$ cat config.mk
export PLATFORM = sky130hd
export DESIGN_NAME = serial_addsub_n
export DESIGN_NICKNAME = d
export VERILOG_FILES = /design/src/rtl/addsub_pkg.sv /design/src/rtl/ripple_carry_adder.sv /design/src/rtl/serial_addsub_n.sv
export SDC_FILE = /design/constraint.sdc
export NUM_CORES = 1
export LEC_CHECK = 0
export BUFFER_PORTS_ARGS = -buffer_cell sky130_fd_sc_hd__buf_4
export CAP_MARGIN = 30
export CORE_ASPECT_RATIO = 0.5
export CORE_MARGIN = 1.5
export CORE_UTILIZATION = 56
export CTS_BUF_LIST = sky130_fd_sc_hd__clkbuf_4
export DETAILED_ROUTE_END_ITERATION = 8
export PLACE_DENSITY_LB_ADDON = 0.15
export RECOVER_POWER = 25
export SLEW_MARGIN = 10
export SYNTH_ARGS = -nofsm -noshare
export SYNTH_HDL_FRONTEND = slang
export SYNTH_SLANG_ARGS = --single-unit
$ cat constraint.sdc
create_clock -name CLK -period 1.9 [get_ports CLK]
set_clock_uncertainty 0.1 [all_clocks]
set_input_delay 0.38 -clock CLK [delete_from_list [all_inputs] [get_ports CLK]]
set_output_delay 0.38 -clock CLK [all_outputs]
set_load 0.01 [all_outputs]
$ cat src/rtl/addsub_pkg.sv
// ----------------------------------------------------------------------------
// addsub_pkg
// Shared definitions for the serial add/subtract unit.
//   state_t      : controller states (IDLE / RUN / DONE)
//   smax(width)  : largest signed value representable in 'width' bits
//   smin(width)  : most negative signed value in 'width' bits (bit pattern)
// Both helpers return a 64-bit pattern; callers size-cast to their width, so
// they cover widths up to 64 bits.
// ----------------------------------------------------------------------------
package addsub_pkg;

    typedef enum logic [1:0] {
        IDLE = 2'd0,
        RUN  = 2'd1,
        DONE = 2'd2
    } state_t;

    function automatic logic [63:0] smax(input int width);
        return (64'd1 << (width - 1)) - 64'd1;
    endfunction

    function automatic logic [63:0] smin(input int width);
        return 64'd1 << (width - 1);
    endfunction

endpackage

$ cat src/rtl/ripple_carry_adder.sv
// ----------------------------------------------------------------------------
// ripple_carry_adder
// Purely combinational WIDTH-bit ripple-carry adder used as the per-cycle
// slice adder of serial_addsub_n.
// Ports:
//   a, b     : addends
//   cin      : carry into bit 0
//   sum      : a + b + cin (low WIDTH bits)
//   cout     : carry out of the top bit
//   msb_cin  : carry into the top bit (needed for signed-overflow detection)
// ----------------------------------------------------------------------------
module ripple_carry_adder #(
    parameter int WIDTH = 1
) (
    input  logic [WIDTH-1:0] a,
    input  logic [WIDTH-1:0] b,
    input  logic             cin,
    output logic [WIDTH-1:0] sum,
    output logic             cout,
    output logic             msb_cin
);

    logic [WIDTH:0] carry;

    // The carry chain is built in one combinational process so the chain is
    // evaluated in order rather than as a self-referencing vector of assigns.
    always_comb begin
        carry    = '0;
        carry[0] = cin;
        for (int i = 0; i < WIDTH; i++) begin
            carry[i+1] = (a[i] & b[i]) | (carry[i] & (a[i] ^ b[i]));
        end
    end

    generate
        for (genvar gi = 0; gi < WIDTH; gi++) begin : g_sum
            assign sum[gi] = a[gi] ^ b[gi] ^ carry[gi];
        end
    endgenerate

    assign cout    = carry[WIDTH];
    assign msb_cin = carry[WIDTH-1];

endmodule

$ cat src/rtl/serial_addsub_n.sv
// ----------------------------------------------------------------------------
// serial_addsub_n
// Two's-complement add/subtract computed STEP bits per clock. Operands are
// accepted through a valid/ready handshake; the result and flags are held in
// output registers until the consumer accepts them.
//
// Parameters:
//   WIDTH : operand/result width (>= 2)
//   STEP  : bits processed per cycle, must divide WIDTH
//
// Ports:
//   CLK        : clock, rising edge
//   RST        : synchronous active-high reset
//   IN_VALID   : operand request            IN_READY  : idle, accepts operands
//   A, B       : operands                   SUB       : 0 = A+B, 1 = A-B
//   OUT_VALID  : result registers valid     OUT_READY : consumer accepts result
//   S          : result                     CO        : raw carry out of MSB
//   OVF        : signed overflow            ZERO      : S == 0
//   NEG        : S[WIDTH-1]
//
// Build option:
//   SERIAL_ADDSUB_SATURATE_EN : when defined, an overflowing result is clamped
//   to the signed limit on the side of A's sign; OVF and CO are still the raw
//   values, ZERO/NEG follow the clamped S. Undefined: results wrap.
// ----------------------------------------------------------------------------
module serial_addsub_n
    import addsub_pkg::*;
#(
    parameter int WIDTH = 8,
    parameter int STEP  = 1
) (
    input  logic             CLK,
    input  logic             RST,
    input  logic             IN_VALID,
    output logic             IN_READY,
    input  logic [WIDTH-1:0] A,
    input  logic [WIDTH-1:0] B,
    input  logic             SUB,
    output logic             OUT_VALID,
    input  logic             OUT_READY,
    output logic [WIDTH-1:0] S,
    output logic             CO,
    output logic             OVF,
    output logic             ZERO,
    output logic             NEG
);

    localparam int N     = WIDTH / STEP;
    localparam int CNT_W = (N > 1) ? $clog2(N) : 1;
    localparam logic [CNT_W-1:0] LAST_CNT = CNT_W'(N - 1);

    generate
        if (WIDTH < 2 || STEP < 1 || STEP > WIDTH || (WIDTH % STEP) != 0) begin : g_bad_params
            $error("serial_addsub_n: WIDTH must be >= 2 and STEP must divide WIDTH");
        end
    endgenerate

    state_t           state_reg, state_next;
    logic [WIDTH-1:0] a_sh_reg, b_sh_reg, res_reg;
    logic             carry_reg;
    logic [CNT_W-1:0] cnt_reg;
    logic [WIDTH-1:0] s_reg;
    logic             co_reg, ovf_reg, zero_reg, neg_reg;

    logic [STEP-1:0]  slice_sum;
    logic             slice_cout, slice_msb_cin;
    logic [WIDTH-1:0] res_shift, s_final;
    logic             ovf_final, last_slice;

    // B has already been inverted at capture for subtraction, and the initial
    // carry supplies the +1, so the slice adder only ever adds.
    ripple_carry_adder #(
        .WIDTH(STEP)
    ) u_slice (
        .a      (a_sh_reg[STEP-1:0]),
        .b      (b_sh_reg[STEP-1:0]),
        .cin    (carry_reg),
        .sum    (slice_sum),
        .cout   (slice_cout),
        .msb_cin(slice_msb_cin)
    );

    // Sum slices enter at the top of the result register; after N slices the
    // first slice has reached bit 0.
    generate
        if (STEP == WIDTH) begin : g_res_whole
            assign res_shift = slice_sum;
        end else begin : g_res_shift
            assign res_shift = {slice_sum, res_reg[WIDTH-1:STEP]};
        end
    endgenerate

    assign last_slice = (cnt_reg == LAST_CNT);
    // On the last slice the adder is working on the operand MSBs, so its
    // internal carries are exactly the MSB carry-in / carry-out.
    assign ovf_final  = slice_msb_cin ^ slice_cout;

`ifdef SERIAL_ADDSUB_SATURATE_EN
    localparam logic [WIDTH-1:0] SAT_MAX = WIDTH'(smax(WIDTH));
    localparam logic [WIDTH-1:0] SAT_MIN = WIDTH'(smin(WIDTH));
    logic a_sign;
    // The remaining A slice during the last step holds A's top bits.
    assign a_sign  = a_sh_reg[STEP-1];
    assign s_final = ovf_final ? (a_sign ? SAT_MIN : SAT_MAX) : res_shift;
`else
    assign s_final = res_shift;
`endif

    // ------------------------------------------------------------------
    // Controller
    // ------------------------------------------------------------------
    always_ff @(posedge CLK) begin
        if (RST) begin
            state_reg <= IDLE;
        end else begin
            state_reg <= state_next;
        end
    end

    always_comb begin
        state_next = state_reg;
        case (state_reg)
            IDLE:    if (IN_VALID)   state_next = RUN;
            RUN:     if (last_slice) state_next = DONE;
            DONE:    if (OUT_READY)  state_next = IDLE;
            default: state_next = IDLE;
        endcase
    end

    // ------------------------------------------------------------------
    // Datapath
    // ------------------------------------------------------------------
    always_ff @(posedge CLK) begin
        if (RST) begin
            a_sh_reg  <= '0;
            b_sh_reg  <= '0;
            res_reg   <= '0;
            carry_reg <= 1'b0;
            cnt_reg   <= '0;
            s_reg     <= '0;
            co_reg    <= 1'b0;
            ovf_reg   <= 1'b0;
            zero_reg  <= 1'b0;
            neg_reg   <= 1'b0;
        end else begin
            case (state_reg)
                IDLE: begin
                    if (IN_VALID) begin
                        a_sh_reg  <= A;
                        b_sh_reg  <= B ^ {WIDTH{SUB}};
                        carry_reg <= SUB;
                        cnt_reg   <= '0;
                    end
                end
                RUN: begin
                    a_sh_reg  <= a_sh_reg >> STEP;
                    b_sh_reg  <= b_sh_reg >> STEP;
                    res_reg   <= res_shift;
                    carry_reg <= slice_cout;
                    cnt_reg   <= cnt_reg + CNT_W'(1);
                    if (last_slice) begin
                        s_reg    <= s_final;
                        co_reg   <= slice_cout;
                        ovf_reg  <= ovf_final;
                        zero_reg <= (s_final == '0);
                        neg_reg  <= s_final[WIDTH-1];
                    end
                end
                default: begin
                    // DONE: result registers hold until the consumer accepts.
                end
            endcase
        end
    end

    assign IN_READY  = (state_reg == IDLE);
    assign OUT_VALID = (state_reg == DONE);
    assign S         = s_reg;
    assign CO        = co_reg;
    assign OVF       = ovf_reg;
    assign ZERO      = zero_reg;
    assign NEG       = neg_reg;

endmodule
==> results of run 1 <==
==> through the flow <==
step                      worst slack [ps]  hold slack (ps)  utilization (%)  std cells
after floorplan                      534.2            345.3                -        195
after CTS                            55.88            188.3            67.90        264
after global placement               401.7            344.2            66.22        257
final                                197.2            195.1            66.43        264
after detailed placement             350.5            347.9            66.22        257
after global routing                 101.6            199.1            66.43        264
==> placed cells by master, fill, tap and decap left out, types with 2 or more instances in the layout <==
cell	netlist	routed
nor4_1	2	2
o2bb2ai_1	6	6
nand3_1	2	2
nand2b_1	3	3
a211oi_1	8	8
dfxtp_1	40	39
a21oi_1	18	18
nor2_1	20	20
clkbuf_4	0	6
clkbuf_1	3	11
nand3b_1	1	2
a22oi_1	9	9
buf_4	4	27
nand2_1	34	34
o22ai_1	9	9
ha_1	2	2
xnor2_1	9	9
==> power by group through the flow <==
stage	registers [W]	clock network (W)	logic, W
floorplan	0.000917	0	0.000162
global placement	0.000921	0	0.000213
detailed placement	0.000922	0	0.000219
CTS	0.000903	0.000418	0.000220
global route	0.000909	0.000451	0.000243
finish	0.000903	0.000406	0.000219
==> cells by family after synthesis <==
logic type	count (synthesis)	synth area share [%]
mux	1	0.5735
flops	40	45.88
buf+inv	18	6.666
compound gates	56	22.08
fa+ha+maj	3	2.580
xor+xnor	9	4.516
simple gates	68	17.71
==> cell type report <==
type | instances | area share (%)
Inverter | 2 | 0.3795
Multi-Input combinational cell | 137 | 41.68
Timing Repair Buffer | 38 | 12.33
Clock inverter | 1 | 0.2530
Sequential cell | 40 | 40.54
Tap cell | 40 | 2.530
Clock buffer | 6 | 2.277
==> worst min-delay path: cells and delay by family <==
kind	cells	cell delay (ps)
simple gates	1	90
buf+inv	1	70
compound gates	1	60
==> worst max-delay path by stage <==
| stage | end | slack (ps) | cells after the start |
|---|---|---|---|
| finish | OUT_VALID | 200 | 2 |
| global route | IN_READY | 100 | 3 |
| CTS | OUT_VALID | 60 | 2 |
| detailed placement | b_sh_reg[1]$_SDFFE_PP0P_ | 350 | 3 |
| global placement | b_sh_reg[4]$_SDFFE_PP0P_ | 400 | 3 |
| floorplan | ZERO$_SDFFE_PP0P_ | 530 | 4 |
==> layer usage <==
metal  vias up  GRT usage (%)
li1        740              -
met1       648          27.94
met2        44          35.57
met3         7          7.826
met4         0          7.797
met5         -              0
==> qor.yml, run 1 <==
pwr:
  combinationalPowerShare_pct: 14.3
  ir_drop_uv: 444.8
  p_leak_nw: 0.7237
  switching_share_pct: 25.80
  p_clk_share_pct: 26.6
  switchingPower_w: 0.0003943
  p_int_w: 0.001134
  power_density_mw_per_mm2: 772.7
  total_power_w: 0.001529
  p_seq_share_pct: 59.1
flow_run:
  maxCapViolCount: 0
min_path:
  hold_depth: 3
  hp-start: "OUT_READY"
  hold_end: "state_reg[1]$_SDFFE_PP0P_"
  hp-class: "in2reg"
timing:
  hold_viol: 0
  finalSetupTns_ps: 0
  setup_violations: 0
  rsz0062_at_grt: "no"
  period_needed_ps: 1703
  slew_headroom_pct: 63.70
  fmax_ghz: 0.5873
  post-route-period-util_pct: 89.62
  maxSlewViolCount: 0
  tightest_slew_ps: 544.5
drt:
  wl_met3_um: 242
  wl_met1_um: 1656
  highest_layer: "met4"
  vias: 1439
  ant_nets: 0
  drt_first_pass_iters: 4
  drc: 0
  wire_per_inst_um: 13.45
  wirelength_um: 3552
  via_per_inst: 5.451
  drt_iter0_drc: 59
  met2_length_um: 1614
setup_path:
  arrival_ps: 1220
  required_ps: 1420
  startpoint: "state_reg[1]$_SDFFE_PP0P_"
  critPathBufInv: 1
  path_class: "reg2out"
  rr_startpoint: "cnt_reg[0]$_SDFFE_PP0P_"
  r2r_end: "OVF$_SDFFE_PP0P_"
  max_stage_delay_ps: 480
  path_delay_family: "flip-flops"
  r2r_slack_ps: 300
  reg2reg_depth: 5
  cp_cell_sequence: "nor2b_1 -> buf_4"
  critPathLaunchType: "flop"
  setup.worst_path.end_class: "output pin"
  cp_max_fo: 11
  slowest_stage: "dfxtp_2"
place:
  placed_area_mm2: 0.001972
  portBuffers: 34
  dp_hpwl_um: 2494
  place_congestion: 0.7594
grt:
  grt_max_degree: 25
  grt_pass1_wl_um: 5802
  first_global_vias: 1341
  overflow: 0
  grtUsageTotal_pct: 22.30
  antenna_found_initial: 0
cells_and_area:
  ff_latch_area_um2: 802.0
  area_growth_pct: 13.33
  final_area_mm2: 0.001978
  fillers: 276
  nets: 248
  antennaDiodeCount: 0
  multi_input_comb_area_um2: 824.5
  drive_gt1_share_pct: 17.86
synthesis:
  synth_top_cell_area_share_pct: 45.88
  ys.flop_type: "dfxtp_1"
  syn-instance-count: 195
  ys_seq_elements: 40
  syn-cell-area_mm2: 0.001745
  synth_area_leaders: "dfxtp_1, nand2_1, a21oi_1, xnor2_1, nor2_1"
  ys_seq_area_share_pct: 45.88
  synthArstFlopShare_pct: 0
  yosys-top-cells-count: "dfxtp_1, nand2_1, nor2_1, a21oi_1"
  synth_edf_count: 0
  syn-num-nets: 219
  syn_avg_cell_area_um2: 8.951
  synth_cell_type_count: 35
  yosysWarnings: 0
  synth.most_common_cell: "dfxtp_1"
  synth_top_area_cell: "dfxtp_1"
cts:
  post_cts_buffers: 0
  h-tree-depth: 2
  cts_resized: 0
  hold_buffers: 0
  clkSinkCount: 40
  clk_pin_slew_worst_paths_ps: 110
  clock-root-buffer: "clkbuf_4"
  clock_path_buffers: 2
  clkLatencyLatePin_ps: 340
  tritoncts: "done"
  numCtsBuffers: 5
floorplan:
  die_x_um: 81.96
  die_h_um: 42.48
  row_count: 14
  core_mm2: 0.002978
  start_util_pct: 58.61
  dieArea_mm2: 0.003481
  io_pins: 35
run_status:
  status: "finished, final reports clean"
No activity file was read; power rests on OpenSTA's default activity.
==> inputs of run 2 (changes only) <==
- CTS_BUF_LIST: sky130_fd_sc_hd__clkbuf_4 -> sky130_fd_sc_hd__clkbuf_4 sky130_fd_sc_hd__clkbuf_8
==> qor.yml, run 2 (synthesis gave the netlist of run 1 again) <==
cells_and_area:
  final_common_cell: "dfxtp_1"
  final_util_pct: 67.31  # +0.88 points
  antennaDiodeCount: 0  # unchanged
  final_cell_mix: "dfxtp_1, nand2_1, buf_4, nor2_1, a21oi_1"
  nets: 248  # unchanged
  area_growth_pct: 14.84
  final_area_mm2: 0.002004  # +1.3%
  drive_gt1_share_pct: 16.96  # -0.89 points
cts:
  post_cts_buffers: 0  # unchanged
  h-tree-depth: 2  # unchanged
  cts_resized: 0  # unchanged
  clk_pin_slew_worst_paths_ps: 70  # -40 ps
  tritoncts: "done"
  clkSinkCount: 40  # unchanged
  numCtsBuffers: 5  # unchanged
  clkLatencyLatePin_ps: 290  # -50 ps
  clock-root-buffer: "clkbuf_8"
  clock_path_buffers: 2  # unchanged
  hold_buffers: 0  # unchanged
place:
  portBuffers: 34  # unchanged
  dp_hpwl_um: 2494  # unchanged
  placed_area_mm2: 0.001972  # unchanged
  place_congestion: 0.7594  # unchanged
setup_path:
  path_delay_family: "flip-flops"
  slowest_stage: "dfxtp_1"
  max_stage_delay_ps: 570  # +90 ps
  path_class: "reg2out"
  cp_max_fo: 11  # unchanged
  critPathBufInv: 1  # unchanged
  r2r_end: "OVF$_SDFFE_PP0P_"
  required_ps: 1420  # about the same
  reg2reg_depth: 5  # unchanged
  arrival_ps: 1280  # +60 ps
  cp_cell_sequence: "nor2b_1 -> buf_4"
  critPathLaunchType: "flop"
  setup.worst_path.end_class: "output pin"
  r2r_slack_ps: 330  # +30 ps
  rr_startpoint: "cnt_reg[0]$_SDFFE_PP0P_"
pwr:
  power_density_mw_per_mm2: 826.8  # +7.0%
  p_leak_nw: 0.7316  # +1.1%
  total_power_w: 0.001657  # +8.4%
  ir_drop_uv: 482.6  # +8.5%
timing:
  post-route-period-util_pct: 92.66  # +3.0 points
  finalSetupTns_ps: 0  # unchanged
  setup_violations: 0  # unchanged
  period_needed_ps: 1761  # +57.77 ps
  hold_viol: 0  # unchanged
  slew_headroom_pct: 64.45  # +0.75 points
  fmax_ghz: 0.5680  # -3.3%
  tightest_slew_ps: 533.3  # -11.21 ps
  maxSlewViolCount: 0  # unchanged
  rsz0062_at_grt: "no"
floorplan:
  die_x_um: 81.96  # unchanged
  io_pins: 35  # unchanged
  die_h_um: 42.48  # unchanged
  start_util_pct: 58.61  # unchanged
  dieArea_mm2: 0.003481  # unchanged
  row_count: 14  # unchanged
  core_mm2: 0.002978  # unchanged
drt:
  drt_first_pass_iters: 4  # unchanged
  wire_per_inst_um: 13.16  # -2.2%
  drc: 0  # unchanged
  ant_nets: 0  # unchanged
  wirelength_um: 3474  # -2.2%
  vias: 1432  # -0.49%
  drt_iter0_drc: 48  # -19%
  via_per_inst: 5.424  # -0.49%
grt:
  grt_pass1_wl_um: 5802  # unchanged
  grt_max_degree: 25  # unchanged
  overflow: 0  # unchanged
  grtUsageTotal_pct: 22.11  # -0.18 points
  first_global_vias: 1314  # -2.0%
  antenna_found_initial: 0  # unchanged
min_path:
  hold_depth: 3  # unchanged
  hold_end: "state_reg[1]$_SDFFE_PP0P_"
  hp-class: "in2reg"
  hp-start: "OUT_READY"
run_status:
  status: "finished, final reports clean"
flow_run:
  maxCapViolCount: 0  # unchanged
==> run 2: worst max path at each step <==
stage / startpoint / to / slack (ps) / depth (start not counted)
2_1_floorplan: carry_reg$_SDFFE_PP0P_ / ZERO$_SDFFE_PP0P_ / 530 / 4
3_3_place_gp: state_reg[1]$_SDFFE_PP0P_ / b_sh_reg[4]$_SDFFE_PP0P_ / 400 / 3
3_5_place_dp: state_reg[1]$_SDFFE_PP0P_ / b_sh_reg[1]$_SDFFE_PP0P_ / 350 / 3
4_1_cts: state_reg[1]$_SDFFE_PP0P_ / OUT_VALID / 130 / 2
5_1_grt: state_reg[1]$_SDFFE_PP0P_ / OUT_VALID / 50 / 2
6_report: state_reg[1]$_SDFFE_PP0P_ / OUT_VALID / 140 / 2
==> run 2: cell type report <==
class | instances | area, um2
clock buffer | 6 | 76.32
clock inverter | 1 | 5.005
fill | 265 | 973.4
inverter | 2 | 7.507
multi-input combinational | 137 | 828.3
sequential | 40 | 800.8
tap | 40 | 50.05
timing repair buffer | 38 | 236.5
==> run 2: where the power goes <==
part / internal [W] / switching [W]
registers: 0.000877 / 0.0000258
clock network: 0.000264 / 0.000273
logic: 0.000105 / 0.000112
==> run 2: layer usage <==
| layer | share of wire (%) | vias up | GRT usage [%] |
|---|---|---|---|
| met2 | 46 | 32 | 35.90 |
| met5 | 0 | - | 0 |
| met4 | 0.46 | 0 | 5.085 |
| li1 | - | 738 | - |
| met3 | 4.9 | 4 | 7.174 |
| met1 | 49 | 658 | 28.61 |
==> run 2: per-stage QoR <==
step           setup WS (ps)  hold WS [ps]  cells
3_3_place_gp           401.7         344.2    257
6_report               139.4         261.7    264
2_1_floorplan          534.2         345.3    195
5_1_grt                50.92         273.8    264
4_1_cts                129.8         256.4    264
3_5_place_dp           350.5         347.9    257
==> run 2: tightest hold or removal path: stages <==
cell and delay [ps]:
buf_4 70, nand2b_1 90, a21oi_1 60
